File: src/rtl/ram_write_queue.sv
// Purpose : multi-lane write staging queue feeding the XOR multi-port RAM write ports, oldest write on port 0.
// Latency : 1 cycle minimum from acceptance to wen/waddr/wdata; there is no same-cycle bypass.
// Backpres: in_ready is all-or-nothing per input group and comes from registered state only; the RAM side never stalls.
//
// Ports:
//   clk, resetn             clock, synchronous active-low reset
//   in_valid/addr/data      N_IN producer lanes (sparse allowed), accepted together when in_ready
//   in_ready                whole input group accepted this cycle
//   wen/waddr/wdata         N_WRITE RAM write ports, drained oldest-first on ascending port index
//   count, empty            registered occupancy and count == 0
module ram_write_queue #(
  parameter int WIDTH   = 32,
  parameter int DEPTH   = 32,
  parameter int N_IN    = 2,
  parameter int N_WRITE = 2,
  parameter int QDEPTH  = 8,
  localparam int ADDR_WIDTH = $clog2(DEPTH),
  localparam int CNT_W      = $clog2(QDEPTH + 1)
) (
  input  logic                                  clk,
  input  logic                                  resetn,
  input  logic [N_IN-1:0]                       in_valid,
  input  logic [N_IN-1:0][ADDR_WIDTH-1:0]       in_addr,
  input  logic [N_IN-1:0][WIDTH-1:0]            in_data,
  output logic                                  in_ready,
  output logic [N_WRITE-1:0]                    wen,
  output logic [N_WRITE-1:0][ADDR_WIDTH-1:0]    waddr,
  output logic [N_WRITE-1:0][WIDTH-1:0]         wdata,
  output logic [CNT_W-1:0]                      count,
  output logic                                  empty
);

  localparam int PTR_W = (QDEPTH > 1) ? $clog2(QDEPTH) : 1;

  typedef logic [PTR_W-1:0] ptr_t;
  typedef logic [CNT_W-1:0] cnt_t;

  typedef struct packed {
    logic [ADDR_WIDTH-1:0] addr;
    logic [WIDTH-1:0]      data;
  } entry_t;

  // Entry storage carries no reset: contents are meaningless until covered by head..tail.
  entry_t entries [QDEPTH];

  ptr_t head;
  ptr_t tail;
  cnt_t count_q;

  cnt_t deq;
  cnt_t enq;
  cnt_t free_slots;
  ptr_t slot_off [N_IN];

  // Drain amount and readiness. Slots vacated by this cycle's drain are counted as free,
  // so a full queue that is draining can still accept a group; the write lands at the edge,
  // after the combinational read of the same slot has already been presented.
  always_comb begin
    deq        = (count_q < cnt_t'(N_WRITE)) ? count_q : cnt_t'(N_WRITE);
    free_slots = cnt_t'(QDEPTH) - count_q + deq;
    in_ready   = (free_slots >= cnt_t'(N_IN));
  end

  // Lane compaction: each valid lane's slot offset is the number of valid lanes below it.
  always_comb begin
    enq = '0;
    for (int i = 0; i < N_IN; i++) begin
      slot_off[i] = ptr_t'(enq);
      if (in_valid[i]) begin
        enq = enq + cnt_t'(1);
      end
    end
  end

  // Drain ports: port k carries entry head+k, pointer wrap is implicit in the power-of-two width.
  always_comb begin
    wen   = '0;
    waddr = '0;
    wdata = '0;
    for (int k = 0; k < N_WRITE; k++) begin
      if (cnt_t'(k) < deq) begin
        wen[k]   = 1'b1;
        waddr[k] = entries[head + ptr_t'(k)].addr;
        wdata[k] = entries[head + ptr_t'(k)].data;
      end
    end
  end

  always_ff @(posedge clk) begin
    if (!resetn) begin
      head    <= '0;
      tail    <= '0;
      count_q <= '0;
    end else begin
      head <= head + ptr_t'(deq);
      if (in_ready) begin
        tail    <= tail + ptr_t'(enq);
        count_q <= count_q - deq + enq;
      end else begin
        count_q <= count_q - deq;
      end
    end
  end

  // Inputs presented during reset are dropped along with the queue contents.
  always_ff @(posedge clk) begin
    if (resetn && in_ready) begin
      for (int i = 0; i < N_IN; i++) begin
        if (in_valid[i]) begin
          entries[tail + slot_off[i]] <= '{addr: in_addr[i], data: in_data[i]};
        end
      end
    end
  end

  assign count = count_q;
  assign empty = (count_q == '0);

endmodule
File: config.mk
export PLATFORM = sky130hd
export DESIGN_NAME = ram_write_queue
export DESIGN_NICKNAME = d
export VERILOG_FILES = /design/src/rtl/ram_write_queue.sv
export SDC_FILE = /design/constraint.sdc
export NUM_CORES = 1
export LEC_CHECK = 0
export BUFFER_PORTS_ARGS = -buffer_cell sky130_fd_sc_hd__buf_2
export CORE_MARGIN = 1.5
export CORE_UTILIZATION = 60
export DETAILED_ROUTE_END_ITERATION = 10
export MAX_ROUTING_LAYER = met4
export PLACE_DENSITY = 0.8
export SLEW_MARGIN = 20
export SYNTH_ARGS = -nofsm -noshare
export SYNTH_HDL_FRONTEND = slang
export SYNTH_SLANG_ARGS = --single-unit
File: constraint.sdc
create_clock -name clk -period 12.1 [get_ports clk]
set_input_delay 0.605 -clock clk [delete_from_list [all_inputs] [get_ports clk]]
set_output_delay 0.605 -clock clk [all_outputs]
set_load 0.03 [all_outputs]
* Word level (Yosys, flattened, before mapping)
Memories as Yosys holds them, arrays and structs flattened. A register that Yosys moved wholly into a read port is not among the register bits.
Cells that the tools add are included.
** Storage, ports and cells
- Memories kept :: 1
- RAM bits :: 296
- Output and inout port bits :: 82
- Logic and storage cells :: 36
- Bits of input ports :: 78
- Register bits after elaboration :: 10
** Operators by class
- Magnitude comparators :: 4
- Reduce and logical (&&, ||, !) cells :: 2
- $add $sub $neg :: 9
- Mux-type cells :: 17
** Memory list
- entries :: depth 8, width 37, read ports 2, clocked after Yosys merged registers in 1, wr ports 2, RTL line 44 : entry_t entries [QDEPTH];
** Operators by type and width (number)
- 2-to-1 mux 32 bit :: 2
- 2-to-1 mux 4 bit :: 3
- 2-to-1 mux 5 bit :: 2
- adder 3 bit :: 3
- 2-to-1 mux 1 bit :: 9
- adder 4 bit :: 2
- < comparator 1 x 4 -> 1 bit (first input constant) :: 2
- adder 4 x 1 -> 4 bit (second input constant) :: 1
- greater-or-equal comparator 4 x 2 -> 1 bit (second input constant) :: 1
- logical NOT 4 bit :: 1
- < comparator 4 x 2 -> 1 bit (second input constant) :: 1
- subtractor 4 bit :: 1
- subtractor 4 bit (first input constant) :: 1
- adder 3 x 1 -> 3 bit (second input constant) :: 1
- 2-to-1 mux 3 bit :: 1
- logical AND 1 bit :: 1

* Depth between registers and ports, before layout
- Depth after elaboration :: 7
- Depth in mapped cells :: 14
- Gate-level depth less buffers :: 11

* Worst setup path before layout
Ideal clock, no wire load.
- Path type :: register to register
- Start point :: register count_q[2], in the netlist count[2]
- End point :: memory entries[6][0] (netlist name) (enable)
- Required time :: 11.656 ns
- Buffers on the path :: 3
- Arrival :: 4.164 ns
- Clock period less this slack :: 4.608 ns
- Setup slack :: 7.492 ns
- Stages on the path, launching flop included :: 12
- Library setup time :: 0.444 ns
- Path through :: dfxtp_1 or3_1 clkbuf_1 nand2_1 ha_1 inv_1 fa_1 xor2_1 and4b_1 buf_2 clkbuf_1 a21oi_1
** RTL lines
- start, declared :: RTL line 48 : cnt_t count_q;
- start signal, assigned :: RTL line 98 : count_q <= count_q - deq + enq;
- start signal, assigned :: RTL line 100 : count_q <= count_q - deq;
- end, declared :: RTL line 44

==> impl_summary.txt <==
----------------------------------------------------
[Outcome]
  Result of the run ... finished, final reports clean

[Clock tree]
  H-tree depth reported by CTS ... 2
  Latest clock arrival within the worst-skew pair ... 0.51 ns
  Num CTS Buffers ... 34
  CTS sink count ... just over 300
  CTS tree ... yes
  Clock slew seen by the registers of the worst setup and hold paths ... 0.06 ns
  Number of resized instances in the post-cts repair step ... 0
  # Post-CTS Setup Buffers ... 0
  Total of hold buffers inserted after clock tree synthesis ... 0
  Maximum clock insertion buffer count ... 3
  Clk Tree Root Cell ... clkbuf_16

[Synth]
  Net Count, Synth ... 1,191
  Post-synthesis sequential element count ... 306
  Largest area contributor in the netlist ... edfxtp_1
  Synthesized instance count ... 1,098
  Most used flip-flop cell after synthesis ... edfxtp_1
  Area of the mapped netlist ... 18,000 um^2
  Count of unique library cells instantiated by Yosys ... 47
  Portion of the post-synthesis area used by sequential elements ... between 50% and 60%
  Count leader, synth ... edfxtp_1
  Fraction of post-synthesis cell area in the top cell type by area ... 49.4%
  Post-Syn Area per Cell ... 16.4 um^2
  Most common library cells after synthesis ... edfxtp_1 (296), mux2_2 (252), mux4_2 (148)
  Most area-consuming cells after synthesis ... edfxtp_1 (49%), mux4_2 (19%), mux2_2 (16%), mux2_4 (2.5%), nand3_1 (2.2%)
  Post-synth ARST share ... 0%
  Number of warning messages in the yosys log ... 0
  Count of flip-flops with a built-in enable after synthesis ... 296

[Worst setup path]
  Cell type of the slowest stage on the worst timing path ... nand4_4
  Register-to-register setup slack ... 6.93 ns
  Crit end category ... flop
  Cell chain of the critical path ... or3_2 -> buf_4 -> nand2_1 -> ha_1 -> inv_1 -> fa_1 -> and4b_1 -> inv_4 -> nand4_4 -> mux2_1
  Top delay family on crit path ... simple AND/OR/NAND/NOR gates
  Worst Path Max Fanout ... 78
  Worst EP arrival ... 5.42 ns
  Crit Path Category ... flop to flop
  Kind of launch point of the worst setup path ... flop
  Crit path buffers/inverters ... 3
  Critical Path Max Stage Delay ... 0.86 ns
  Worst Path Required ... 12.35 ns

[Placement]
  Final weighted congestion in routability-driven placement ... 0.806
  Buffers added on ports ... about 160
  Placed wire-length estimate after detailed placement ... 24,900 um
  Total placed instance area ... roughly 19,000 um^2

[Global routing]
  Initial antenna violation count ... 8
  Met1 track utilization from global routing ... 38.8%
  GRT met3 Usage ... 4.50%
  Met2 demand-to-capacity share in global routing ... 50.0%
  Total gr overflow ... 0
  Total GRT Usage ... 30.4%
  Global-route wire length before repair ... 68,300 um
  Via count of the first global-routing pass ... 11,700
  Maximum number of pins on one net before global-route repair ... between 70 and 80
  Busiest layer in global routing ... met2

[Routing]
  Post-Route WL ... 45,100 um
  Remaining design rule violation count ... 0
  DR pass1 iterations ... 8
  Routed Antenna Nets ... 0
  Initial drt markers ... ~960
  WL per Instance ... approximately 27 um
  Routed via count divided by cell count ... 6.87
  Total number of vias ... 11,300

[Timing]
  Highest attainable clock frequency ... 0.193 GHz
  Worst Clk Skew ... ~0.008 ns
  RSZ-0062 raised after global routing ... false
  Final Slew Violations ... 0
  Setup TNS ... 0 ns
  Transition time at the pin with the least slew margin ... 1.12 ns
  Final count of negative-setup-slack endpoints ... 0
  Slew Limit Headroom ... 25.4%
  Share of the clock period used by the worst path ... 42.8%
  Hold violation total from the final report ... 0
  Period minus WS final ... 5.17 ns

[Cells and area]
  Layout cells sized above 1 ... 54.7%
  Area growth syn-to-layout ... 12.3%
  Post-route standard cell area excluding fillers ... 20,200 um^2
  Final-stage net count ... 1,317

[Die]
  Core Footprint ... 29,600 um^2
  Number of placement rows ... 63
  Die width ... ~180 um
  Initial core utilization ... 60.9%
  Top-level I/O count ... 160
  Die Span Y ... 176 um
  Area of the die ... 31,000 um^2

[Pwr]
  Static leakage ... 7.02 nW
  PwrDens ... about 250 nW/um^2
  Worst IR Drop VDD ... around 0.00018 V
  Overall Power ... 5.05 mW

[Flow run]
  Count of max-cap constraint violations ... 0

[Hold path]
  Kind of path behind the tightest hold check ... primary input to flop

----------------------------------------------------
[cell families (layout without fill, tap and decap cells)]
logic type | count (synthesis) | after routing | share of synthesized area [%]
mux | 445 | 445 | 37.7
fa+ha+maj | 15 | 15 | 1.21
flops | 306 | 306 | 50.5
buf+inv | 101 | 252 | 3.02
simple gates | 168 | 168 | 4.73
compound gates | 55 | 55 | 2.41
other cells | 1 | 9 | 0.0208
xor+xnor | 7 | 7 | 0.382
[metal layers]
metal / share of wire (%) / routed length [um]
met5: 0 / 0
met2: 50 / 22700
met4: 3.1 / 1390
met1: 38 / 17300
met3: 8.1 / 3640
[flip-flops by register name (all words and copies together), names as in the netlist]
| signal | cells |
|---|---|
| entries | 296 |
| count | 4 |
| tail | 3 |
| head | 3 |
[power by group]
group | internal (mW) | switching (mW) | leakage [nW] | total, mW
clock | 0.625 | 0.409 | 0.537 | 1.03
combinational | 0.980 | 1.56 | 3.71 | 2.54
sequential | 1.35 | 0.119 | 2.77 | 1.47
[final cells by class]
type | instances | area [um^2]
Inverter | 11 | 43.8
Clock buffer | 47 | 973
Clock inverter | 14 | 138
Multi-Input combinational cell | 691 | 8500
Sequential cell | 306 | 9100
Antenna cell | 8 | 20.0
Fill cell | 1996 | 9350
Tap cell | 390 | 488
Timing Repair Buffer | 180 | 953
[metrics by stage]
| stage | hold WS (ns) | std cells | utilization (%) | setup slack [ns] |
|---|---|---|---|---|
| after floorplan | 0.478 | 1098 | - | 7.49 |
| after global placement | 0.517 | 1578 | 64.5 | 7.18 |
| after detailed placement | 0.512 | 1578 | 64.5 | 7.03 |
| after CTS | 0.427 | 1639 | 68.3 | 6.99 |
| after global routing | 0.447 | 1647 | 68.4 | 6.78 |
| final | 0.441 | 1647 | 68.4 | 6.93 |
[placed cells by master, fill, tap and decap left out, types with 3 or more instances in the layout]
master and count:
clkbuf_1 9, fa_1 4, a22o_1 37, nor3_1 3, nor2_1 10, inv_1 10, nor2_2 3, mux2_2 252
nand2_1 48, ha_1 10, dfxtp_1 8, buf_4 21, clkinv_1 8, a21oi_1 7, nand3_1 79, a21oi_4 3
edfxtp_1 296, bufinv_16 3, buf_2 159, mux2_4 30, mux2_1 14, nor2_4 6, mux4_2 148, clkbuf_16 37
diode_2 8, nand4_4 3
[final timing paths]
check | depth (start not counted) | end | start
hold / removal | 2 | head[1] | resetn
hold reg to reg | 2 | tail[0] | tail[0]
setup / recovery | 10 | entries[7][23] | count[2]
setup reg to reg | 10 | entries[7][23] | count[2]
Power figures use the tool's default switching activity.
